<file path="src/rtl/axi4_lite_pkg.sv">
// Shared types for the AXI4-Lite master bridge: response codes and FSM states.
// Pure declarations; no latency of its own.
// No backpressure; consumers own all flow control.
package axi4_lite_pkg;

  localparam int DATA_W = 32;

  typedef enum logic [1:0] {
    OKAY   = 2'b00,
    EXOKAY = 2'b01,
    SLVERR = 2'b10,
    DECERR = 2'b11
  } resp_t;

  typedef enum logic [2:0] {
    IDLE,
    WR_AW_W,
    WR_B,
    RD_AR,
    RD_R,
    RSP
  } mst_state_t;

  // Word alignment test on the two byte-lane bits of an address.
  function automatic logic is_aligned(input logic [1:0] lsb);
    return lsb == 2'b00;
  endfunction

endpackage

</file>
<file path="src/rtl/axi4_lite_master_bridge.sv">
// Turns one local read/write command into a single AXI4-Lite transaction and returns the result.
// Latency with a zero-wait slave: response valid 3 cycles after the command cycle; misaligned: 1 cycle.
// Backpressure: cmd_ready only in IDLE; response held until rsp_ready; AXI VALIDs held until READY.
module axi4_lite_master_bridge #(
  parameter int ADDR_W      = 8,
  parameter int DATA_W      = axi4_lite_pkg::DATA_W,
  parameter int TIMEOUT_CYC = 256
) (
  input  logic                clk,
  input  logic                ARESETN,
  // local command port
  input  logic                cmd_valid,
  output logic                cmd_ready,
  input  logic                cmd_write,
  input  logic [ADDR_W-1:0]   cmd_addr,
  input  logic [DATA_W-1:0]   cmd_wdata,
  // local response port
  output logic                rsp_valid,
  input  logic                rsp_ready,
  output logic                rsp_write,
  output logic [DATA_W-1:0]   rsp_rdata,
  output logic [1:0]          rsp_resp,
  output logic                timeout_err,
  // write address channel
  output logic [ADDR_W-1:0]   AWADDR,
  output logic                AWVALID,
  input  logic                AWREADY,
  // write data channel
  output logic [DATA_W-1:0]   WDATA,
  output logic [DATA_W/8-1:0] WSTRB,
  output logic                WVALID,
  input  logic                WREADY,
  // write response channel
  input  logic                BVALID,
  input  logic [1:0]          BRESP,
  output logic                BREADY,
  // read address channel
  output logic [ADDR_W-1:0]   ARADDR,
  output logic                ARVALID,
  input  logic                ARREADY,
  // read data channel
  input  logic                RVALID,
  input  logic [DATA_W-1:0]   RDATA,
  input  logic [1:0]          RRESP,
  output logic                RREADY
);
  import axi4_lite_pkg::*;

  localparam int CNT_W = (TIMEOUT_CYC > 2) ? $clog2(TIMEOUT_CYC) : 1;
  localparam logic [CNT_W-1:0] TMO_LAST = CNT_W'(TIMEOUT_CYC - 1);

  mst_state_t       state;
  logic [CNT_W-1:0] tmo_cnt;
  logic             aw_fin;
  logic             w_fin;
  logic             chan_wait;
  logic             chan_leave;

  assign cmd_ready = (state == IDLE);

  // A channel counts as finished once its VALID has already dropped or it handshakes this cycle.
  assign aw_fin = !AWVALID || AWREADY;
  assign w_fin  = !WVALID  || WREADY;

  // Identify states waiting on the AXI slave and the cycle in which each one completes.
  always_comb begin
    chan_wait  = 1'b0;
    chan_leave = 1'b0;
    case (state)
      WR_AW_W: begin chan_wait = 1'b1; chan_leave = aw_fin && w_fin;     end
      WR_B:    begin chan_wait = 1'b1; chan_leave = BVALID && BREADY;   end
      RD_AR:   begin chan_wait = 1'b1; chan_leave = ARVALID && ARREADY; end
      RD_R:    begin chan_wait = 1'b1; chan_leave = RVALID && RREADY;   end
      default: begin chan_wait = 1'b0; chan_leave = 1'b0;               end
    endcase
  end

  // Per-state wait counter; flags a stuck slave but never aborts the pending handshake.
  always_ff @(posedge clk or negedge ARESETN) begin
    if (!ARESETN) begin
      tmo_cnt     <= '0;
      timeout_err <= 1'b0;
    end else if (!chan_wait || chan_leave) begin
      tmo_cnt <= '0;
    end else if (tmo_cnt == TMO_LAST) begin
      timeout_err <= 1'b1;
    end else begin
      tmo_cnt <= tmo_cnt + 1'b1;
    end
  end

  // Transaction FSM with every AXI and response output registered.
  always_ff @(posedge clk or negedge ARESETN) begin
    if (!ARESETN) begin
      state     <= IDLE;
      AWADDR    <= '0;
      AWVALID   <= 1'b0;
      WDATA     <= '0;
      WSTRB     <= '0;
      WVALID    <= 1'b0;
      BREADY    <= 1'b0;
      ARADDR    <= '0;
      ARVALID   <= 1'b0;
      RREADY    <= 1'b0;
      rsp_valid <= 1'b0;
      rsp_write <= 1'b0;
      rsp_rdata <= '0;
      rsp_resp  <= OKAY;
    end else begin
      case (state)
        IDLE: begin
          if (cmd_valid) begin
            rsp_write <= cmd_write;
            rsp_rdata <= '0;
            rsp_resp  <= OKAY;
            if (!is_aligned(cmd_addr[1:0])) begin
              // Misaligned: answer locally, the slave never sees it.
              rsp_resp  <= SLVERR;
              rsp_valid <= 1'b1;
              state     <= RSP;
            end else if (cmd_write) begin
              AWADDR  <= cmd_addr;
              WDATA   <= cmd_wdata;
              WSTRB   <= '1;
              AWVALID <= 1'b1;
              WVALID  <= 1'b1;
              state   <= WR_AW_W;
            end else begin
              ARADDR  <= cmd_addr;
              ARVALID <= 1'b1;
              state   <= RD_AR;
            end
          end
        end
        WR_AW_W: begin
          if (AWVALID && AWREADY) AWVALID <= 1'b0;
          if (WVALID && WREADY)   WVALID  <= 1'b0;
          if (aw_fin && w_fin) begin
            BREADY <= 1'b1;
            state  <= WR_B;
          end
        end
        WR_B: begin
          if (BVALID) begin
            rsp_resp  <= BRESP;
            BREADY    <= 1'b0;
            rsp_valid <= 1'b1;
            state     <= RSP;
          end
        end
        RD_AR: begin
          if (ARREADY) begin
            ARVALID <= 1'b0;
            RREADY  <= 1'b1;
            state   <= RD_R;
          end
        end
        RD_R: begin
          if (RVALID) begin
            rsp_rdata <= RDATA;
            rsp_resp  <= RRESP;
            RREADY    <= 1'b0;
            rsp_valid <= 1'b1;
            state     <= RSP;
          end
        end
        RSP: begin
          if (rsp_ready) begin
            rsp_valid <= 1'b0;
            state     <= IDLE;
          end
        end
        default: state <= IDLE;
      endcase
    end
  end

endmodule

</file>
<file path="config.mk">
export PLATFORM = sky130hd
export DESIGN_NAME = axi4_lite_master_bridge
export DESIGN_NICKNAME = d
export VERILOG_FILES = /design/src/rtl/axi4_lite_pkg.sv /design/src/rtl/axi4_lite_master_bridge.sv
export SDC_FILE = /design/constraint.sdc
export NUM_CORES = 1
export LEC_CHECK = 0
export ABC_AREA = 1
export CAP_MARGIN = 0
export CORE_MARGIN = 1
export CORE_UTILIZATION = 35
export DETAILED_ROUTE_END_ITERATION = 10
export DONT_BUFFER_PORTS = 1
export HOLD_SLACK_MARGIN = 0.05
export PLACE_DENSITY_LB_ADDON = 0.1
export SLEW_MARGIN = 10
export SYNTH_ARGS = -nofsm -noshare
export SYNTH_HDL_FRONTEND = slang
export SYNTH_SLANG_ARGS = --single-unit
export TNS_END_PERCENT = 10
</file>
<file path="constraint.sdc">
create_clock -name clk -period 1.7 [get_ports clk]
set_input_delay 0.34 -clock clk [delete_from_list [all_inputs] [get_ports clk]]
set_output_delay 0.34 -clock clk [all_outputs]
set_load 0.05 [all_outputs]
</file>
==> flow_metrics.env, run 1 <==
export IMPL_drc=0
export IMPL_rsz0062_at_grt="false"
export IMPL_use_met3_pct=6.172
export IMPL_worst_pin_slew_ns=0.5268
export IMPL_yosysTopAreaCell="dfrtp_1"
export IMPL_clk_insertion_delay_late_ns=0.34
export IMPL_gr_usage_met1_pct=20.46
export IMPL_drt_iter0_drc=161
export IMPL_crit_type="reg -> out"
export IMPL_gp_congestion=0.8517
export IMPL_post_synth_top_area_fraction_pct=56.18
export IMPL_timing_hold_ws_ns=-0.3103
export IMPL_r2r_setup_slack_ns=0.16
export IMPL_htreeDepth=3
export IMPL_tns_ns=0
export IMPL_synth_cells=533
export IMPL_path_cells="inv_4 -> nand2_4 -> nor2_8 -> buf_6"
export IMPL_relSlewSlack_pct=64.88
export IMPL_cp_arrival_ns=1.27
export IMPL_cts_max_path_buffers=2
export IMPL_io_pins=181
export IMPL_std_cell_rows=41
export IMPL_synth_distinct_cells=28
export IMPL_post_route_period_util_pct=94.50
export IMPL_maxCapViolCount=0
export IMPL_ir_worst_vdd_mv=1.061
export IMPL_cp_depth=4
export IMPL_start_util_pct=36.00
export IMPL_hold_viol_final=102
export IMPL_fillers=1340
export IMPL_drt_first_pass_iters=4
export IMPL_leakagePower_nw=2.725
export IMPL_drt_total_wl_mm=10.80
export IMPL_ys_seq_area_share_pct=56.18
export IMPL_antenna_found_initial=0
export IMPL_r2r_cells=8
export IMPL_num_antenna_cells=0
export IMPL_hpwl_mm=7.465
export IMPL_busiest_layer="met2"
export IMPL_grtUsageMet2_pct=24.33
export IMPL_wl_per_cell_um=15.15
export IMPL_cts_made_buffers=9
export IMPL_vias=3401
export IMPL_synthTopCellsByArea="dfrtp_1 (56%), nand2_1 (17%), nand3_1 (9.8%)"
export IMPL_cts_root_buffer="clkbuf_16"
export IMPL_fmax_mhz=622.5
export IMPL_post_cts_buffers=0
export IMPL_cts_tree="yes"
export IMPL_grt_pass1_vias=3205
export IMPL_crit_path_end_kind="output pin"
export IMPL_syn_area_per_cell_um2=8.524
export IMPL_die_area_mm2=0.01344
export IMPL_critPathBufInv=2
export IMPL_yosysWarnings=0
export IMPL_worstHoldPathType="in -> async"
export IMPL_path_clk_slew_ns=0.06
export IMPL_drive_above_1_share_pct=10.72
export IMPL_grtUsageTotal_pct=16.14
export IMPL_outcome="complete, but fails checks"
export IMPL_viasPerCell=4.770
export IMPL_fp_dieH_um=115.9
export IMPL_required_ns=1.36
export IMPL_startpoint_type="flip-flop"
export IMPL_dieWidth_um=115.9
export IMPL_cp_slowest_cell="dfrtp_1"
export IMPL_netlist_area_mm2=0.004543
export IMPL_clock_sinks=102
export IMPL_grt_max_degree=103
export IMPL_num_nets_final=623
export IMPL_port_buffers=0
export IMPL_violations="negative hold slack"
export IMPL_postLayoutCoreUtil_pct=39.88
export IMPL_fin_crit_ns=1.606
export IMPL_crit_family="flip-flops"
export IMPL_setup_viol=0
export IMPL_drv_slew=0
export IMPL_grt_overflow=0
export IMPL_power_density_mw_per_mm2=2337
export IMPL_fin_worst_skew_ns=0.005055
export IMPL_syn2layout_area_growth_pct=10.77
export IMPL_grt_pass1_wl_mm=16.53
export IMPL_ant_nets=0
export IMPL_core_area_mm2=0.01262
export IMPL_worst_path_max_fanout=6
export IMPL_ys_seq_elements=102
export IMPL_cpPeakStageDelay_ns=0.45
export IMPL_syn_nets=620
-- worst reg2reg max path: stages, from the launching register on --
cell,delay [ns]
dfrtp_1,0.38
buf_4,0.18
nand2_1,0.14
inv_2,0.06
nand2_2,0.06
buf_4,0.32
nand2_1,0.15
nand3_1,0.09
nand2_1,0.05
-- flip-flops by register name, summed over array words and instances, names as in the netlist --
signal,cells
WVALID,1
WSTRB,1
ARVALID,1
rsp_rdata,32
tmo_cnt,8
AWADDR,8
timeout_err,1
rsp_resp,2
rsp_valid,1
WDATA,32
BREADY,1
state,3
ARADDR,8
AWVALID,1
RREADY,1
rsp_write,1
-- power by group --
group          switching [mW]  internal [mW]
combinational            1.96          0.989
clock                   0.896           1.14
sequential               3.48           3.29
-- through the flow --
stage	worst slack (ns)	hold WS [ns]	cells	cell area (um^2)	power, mW
floorplan	0.1397	0.04441	533	4543	9.017
global placement	0.1725	0.04736	697	4735	9.747
detailed placement	0.1335	0.04771	697	4735	9.798
CTS	0.04065	-0.3305	713	5026	11.87
global route	0.03179	-0.3344	713	5032	12.44
finish	0.09358	-0.3103	713	5032	11.76
-- cell usage after synthesis --
cell type and count:
nand2_1 200, dfrtp_1 102, nand3_1 89, nor2_1 35
inv_1 33, o21ai_0 14, buf_2 10, buf_6 7
buf_4 6, o21ai_2 6, clkbuf_1 3, inv_4 3
nand4_1 3, or2_2 3, inv_2 2, nand2_4 2
nor2_2 2, nor2_8 2, xor2_1 2, a21oi_1 1
ha_1 1, nand2_2 1, nand3_2 1, nand3b_1 1
nor2_4 1, nor3_2 1, o21ai_1 1, o21bai_1 1
-- final timing paths --
check	end	from
min in group clk	WDATA[1]	cmd_wdata[1]
worst max register to register	rsp_rdata[0]	state[2]
max in group asynchronous	WSTRB[0]	ARESETN
worst min register to register	AWVALID	AWVALID
worst min-delay path	ARVALID	ARESETN
worst max-delay path	cmd_ready	state[1]
-- metal layers --
metal  wire (um)  up-vias
met5           0        -
met4         200        0
met3        1012       16
met2        5032      127
met1        4558     1579
li1            -     1679
-- cell type report --
cell class	instances	area (um^2)	area share [%]
clock buffers	10	229.0	4.550
clock inverters	6	62.56	1.243
inverters	38	152.6	3.033
multi-input cells	367	1655	32.89
flip-flops and latches	102	2554	50.75
well taps	172	215.2	4.276
repair buffers	18	163.9	3.257
-- cell usage in the layout (no fill, tap or decap), drive strengths merged --
cell type,Yosys,final
nand2,203,203
dfrtp,102,102
nand3,90,90
nor2,40,40
inv,38,38
o21ai,21,21
buf,23,18
clkbuf,3,10
clkinv,0,5
nand4,3,3
or2,3,3
xor2,2,2
nor3,1,1
nand3b,1,1
o21bai,1,1
a21oi,1,1
ha,1,1
bufinv,0,1
-- kinds of logic after synthesis --
family | synth area share (%)
flip-flops | 56.18
adder cells (fa/ha/maj) | 0.2754
XOR/XNOR | 0.3856
buffers and inverters | 7.381
AND/OR/NAND/NOR | 32.69
AO/OA/AOI/OAI | 3.084
-- timing repair --
action | 4_1_cts | 5_1_grt
endpoints found under the hold margin | 102 | 102
endpoints found under the setup margin | 0 | 1
resized for setup | 0 | 2
No activity file was read; power rests on OpenSTA's default activity.
==> inputs of run 2 (changes only) <==
==> constraint.sdc (replaced) <==
create_clock -name clk -period 2 [get_ports clk]
set_input_delay 0.4 -clock clk [delete_from_list [all_inputs] [get_ports clk]]
set_output_delay 0.4 -clock clk [all_outputs]
set_load 0.05 [all_outputs]
==> run 2 against run 1 <==
The flow still finishes with violations (negative hold slack). Utilization down 0.99 points. Via count is 0.29% lower. Critical path depth is 4 higher. Die area is the same. Cell area fell by 2.5%. Clock power down 19%. Sequential share of layout area increased by 1.3 points. Cell count is 1.7% lower. Non-clock buffer count down 11. Count of clock-buffer cells in the layout is 1 lower. Combinational power fell by 37%. Setup slack improved by 0.074 ns. Largest cell class unchanged.
==> flow_metrics.env, run 2 (synthesis gave the netlist of run 1 again) <==
export IMPL_crit_type="reg -> reg"
export IMPL_relSlewSlack_pct=35.84
export IMPL_busiest_layer="met2"
export IMPL_path_cells="inv_4 -> nand2_4 -> nor2_8 -> nand2_4 -> nor2_8 -> inv_6 -> nand2_1 -> o21ai_2"
export IMPL_gr_usage_met1_pct=20.89
export IMPL_hpwl_mm=7.567
export IMPL_antenna_found_initial=0
export IMPL_port_buffers=0
export IMPL_seqCellArea_mm2=0.002554
export IMPL_r2r_setup_slack_ns=0.17
export IMPL_cts_max_path_buffers=2
export IMPL_mostFrequentLayoutCell="nand2_1"
export IMPL_multi_input_area_mm2=0.001660
export IMPL_tns_ns=0
export IMPL_fin_crit_ns=1.832
export IMPL_cts_tree="yes"
export IMPL_gp_congestion=0.8063
export IMPL_timing_hold_ws_ns=-0.2533
export IMPL_fmax_mhz=545.8
export IMPL_vias=3391
export IMPL_die_area_mm2=0.01344
export IMPL_rsz0062_at_grt="false"
export IMPL_drt_first_pass_iters=4
export IMPL_grt_pass1_vias=3269
export IMPL_clock_sinks=102
export IMPL_cp_arrival_ns=2.05
export IMPL_num_nets_final=612
export IMPL_worst_pin_slew_ns=0.9624
export IMPL_setup_viol=0
export IMPL_drt_iter0_drc=202
export IMPL_final_area_mm2=0.004907
export IMPL_clk_insertion_delay_late_ns=0.34
export IMPL_io_pins=181
export IMPL_reg_top3="WDATA: 32 flops, rsp_rdata: 32 flops"
export IMPL_ir_worst_vdd_mv=0.8136
export IMPL_use_met3_pct=6.224
export IMPL_fillers=1374
export IMPL_start_util_pct=36.00
export IMPL_drc=0
export IMPL_violations="negative hold slack"
export IMPL_grtUsageTotal_pct=16.53
export IMPL_power_density_mw_per_mm2=1976
export IMPL_drt_total_wl_mm=10.93
export IMPL_wl_per_cell_um=15.59
export IMPL_worstHoldPathType="in -> async"
export IMPL_fin_worst_skew_ns=0.008237
export IMPL_hold_viol_final=102
export IMPL_post_route_period_util_pct=91.60
export IMPL_std_cell_rows=41
export IMPL_dieWidth_um=115.9
export IMPL_htreeDepth=3
export IMPL_required_ns=2.22
export IMPL_maxCapViolCount=0
export IMPL_cpPeakStageDelay_ns=0.53
export IMPL_layout_common_cells="nand2_1 (200), dfrtp_1 (101), nand3_1 (88), nor2_1 (35), inv_1 (33)"
export IMPL_grtUsageMet2_pct=26.59
export IMPL_path_clk_slew_ns=0.07
export IMPL_crit_path_end_kind="flip-flop"
export IMPL_fp_dieH_um=115.9
export IMPL_outcome="complete, but fails checks"
export IMPL_r2r_cells=8
export IMPL_cts_made_buffers=9
export IMPL_grt_overflow=0
export IMPL_num_antenna_cells=0
export IMPL_drive_above_1_share_pct=9.074
export IMPL_viasPerCell=4.837
export IMPL_syn2layout_area_growth_pct=8.014
export IMPL_cp_slowest_cell="dfrtp_1"
export IMPL_core_area_mm2=0.01262
export IMPL_grt_max_degree=103
export IMPL_leakagePower_nw=2.643
export IMPL_placedInstanceArea_mm2=0.004627
export IMPL_ant_nets=0
export IMPL_grt_pass1_wl_mm=17.02
export IMPL_post_cts_buffers=0
export IMPL_worst_path_max_fanout=46
export IMPL_drv_slew=0
export IMPL_reg2reg_to="AWADDR[4]"
export IMPL_startpoint_type="flip-flop"
export IMPL_reg2reg_from="state[0]"
export IMPL_cts_root_buffer="clkbuf_16"
-- run 2: per-stage QoR --
stage	hold slack, ns	utilization (%)	setup WS (ns)	instances	power [mW]
floorplan	0.1044	-	0.4397	533	7.665
global placement	0.1072	36.66	0.1015	686	8.081
detailed placement	0.1074	36.66	0.07309	686	8.130
CTS	-0.2650	38.83	0.05297	701	9.811
global route	-0.2699	38.89	0.001077	701	10.28
finish	-0.2533	38.89	0.1680	701	9.695
-- run 2: cell type report --
| cell class | instances | area share (%) |
|---|---|---|
| repair buffers | 7 | 1.071 |
| inverters | 38 | 3.111 |
| multi-input cells | 367 | 33.83 |
| clock buffers | 9 | 4.589 |
| well taps | 172 | 4.386 |
| flip-flops and latches | 102 | 52.04 |
| clock inverters | 6 | 0.9689 |
-- run 2: timing repair --
| action | 4_1_cts | 5_1_grt |
|---|---|---|
| gates resized for setup | 0 | 2 |
| setup endpoints to repair | 0 | 43 |
| endpoints found under the hold margin | 102 | 102 |
-- run 2: where the power goes --
group / switching, mW / internal [mW] / leakage (nW)
Sequential: 3.40 / 2.79 / 1.32
Clock: 0.799 / 0.849 / 0.126
Combinational: 1.18 / 0.678 / 1.20
Total: 5.38 / 4.32 / 2.64
-- run 2: layer usage --
metal	up-vias	share of wire, %
li1	1661	-
met1	1589	42
met3	5	9.6
met2	136	48
met4	0	0.83
met5	-	0
-- run 2: critical path, delay by kind of cell, from the launching register on --
family / cells / cell delay (ns)
flip-flops: 1 / 0.53
AO/OA/AOI/OAI: 1 / 0.06
buffers and inverters: 2 / 0.35
AND/OR/NAND/NOR: 5 / 0.74
-- run 2: how the worst max path moves through the flow --
stage | cells past startpoint | start | endpoint | slack (ns)
CTS | 8 | state[0] | AWADDR[4] | 0.05
global route | 8 | state[0] | AWADDR[6] | 0.001
global placement | 7 | state[2] | ARVALID | 0.10
floorplan | 10 | state[1] | WDATA[0] | 0.44
detailed placement | 8 | state[0] | AWADDR[5] | 0.07
finish | 8 | state[0] | AWADDR[4] | 0.17
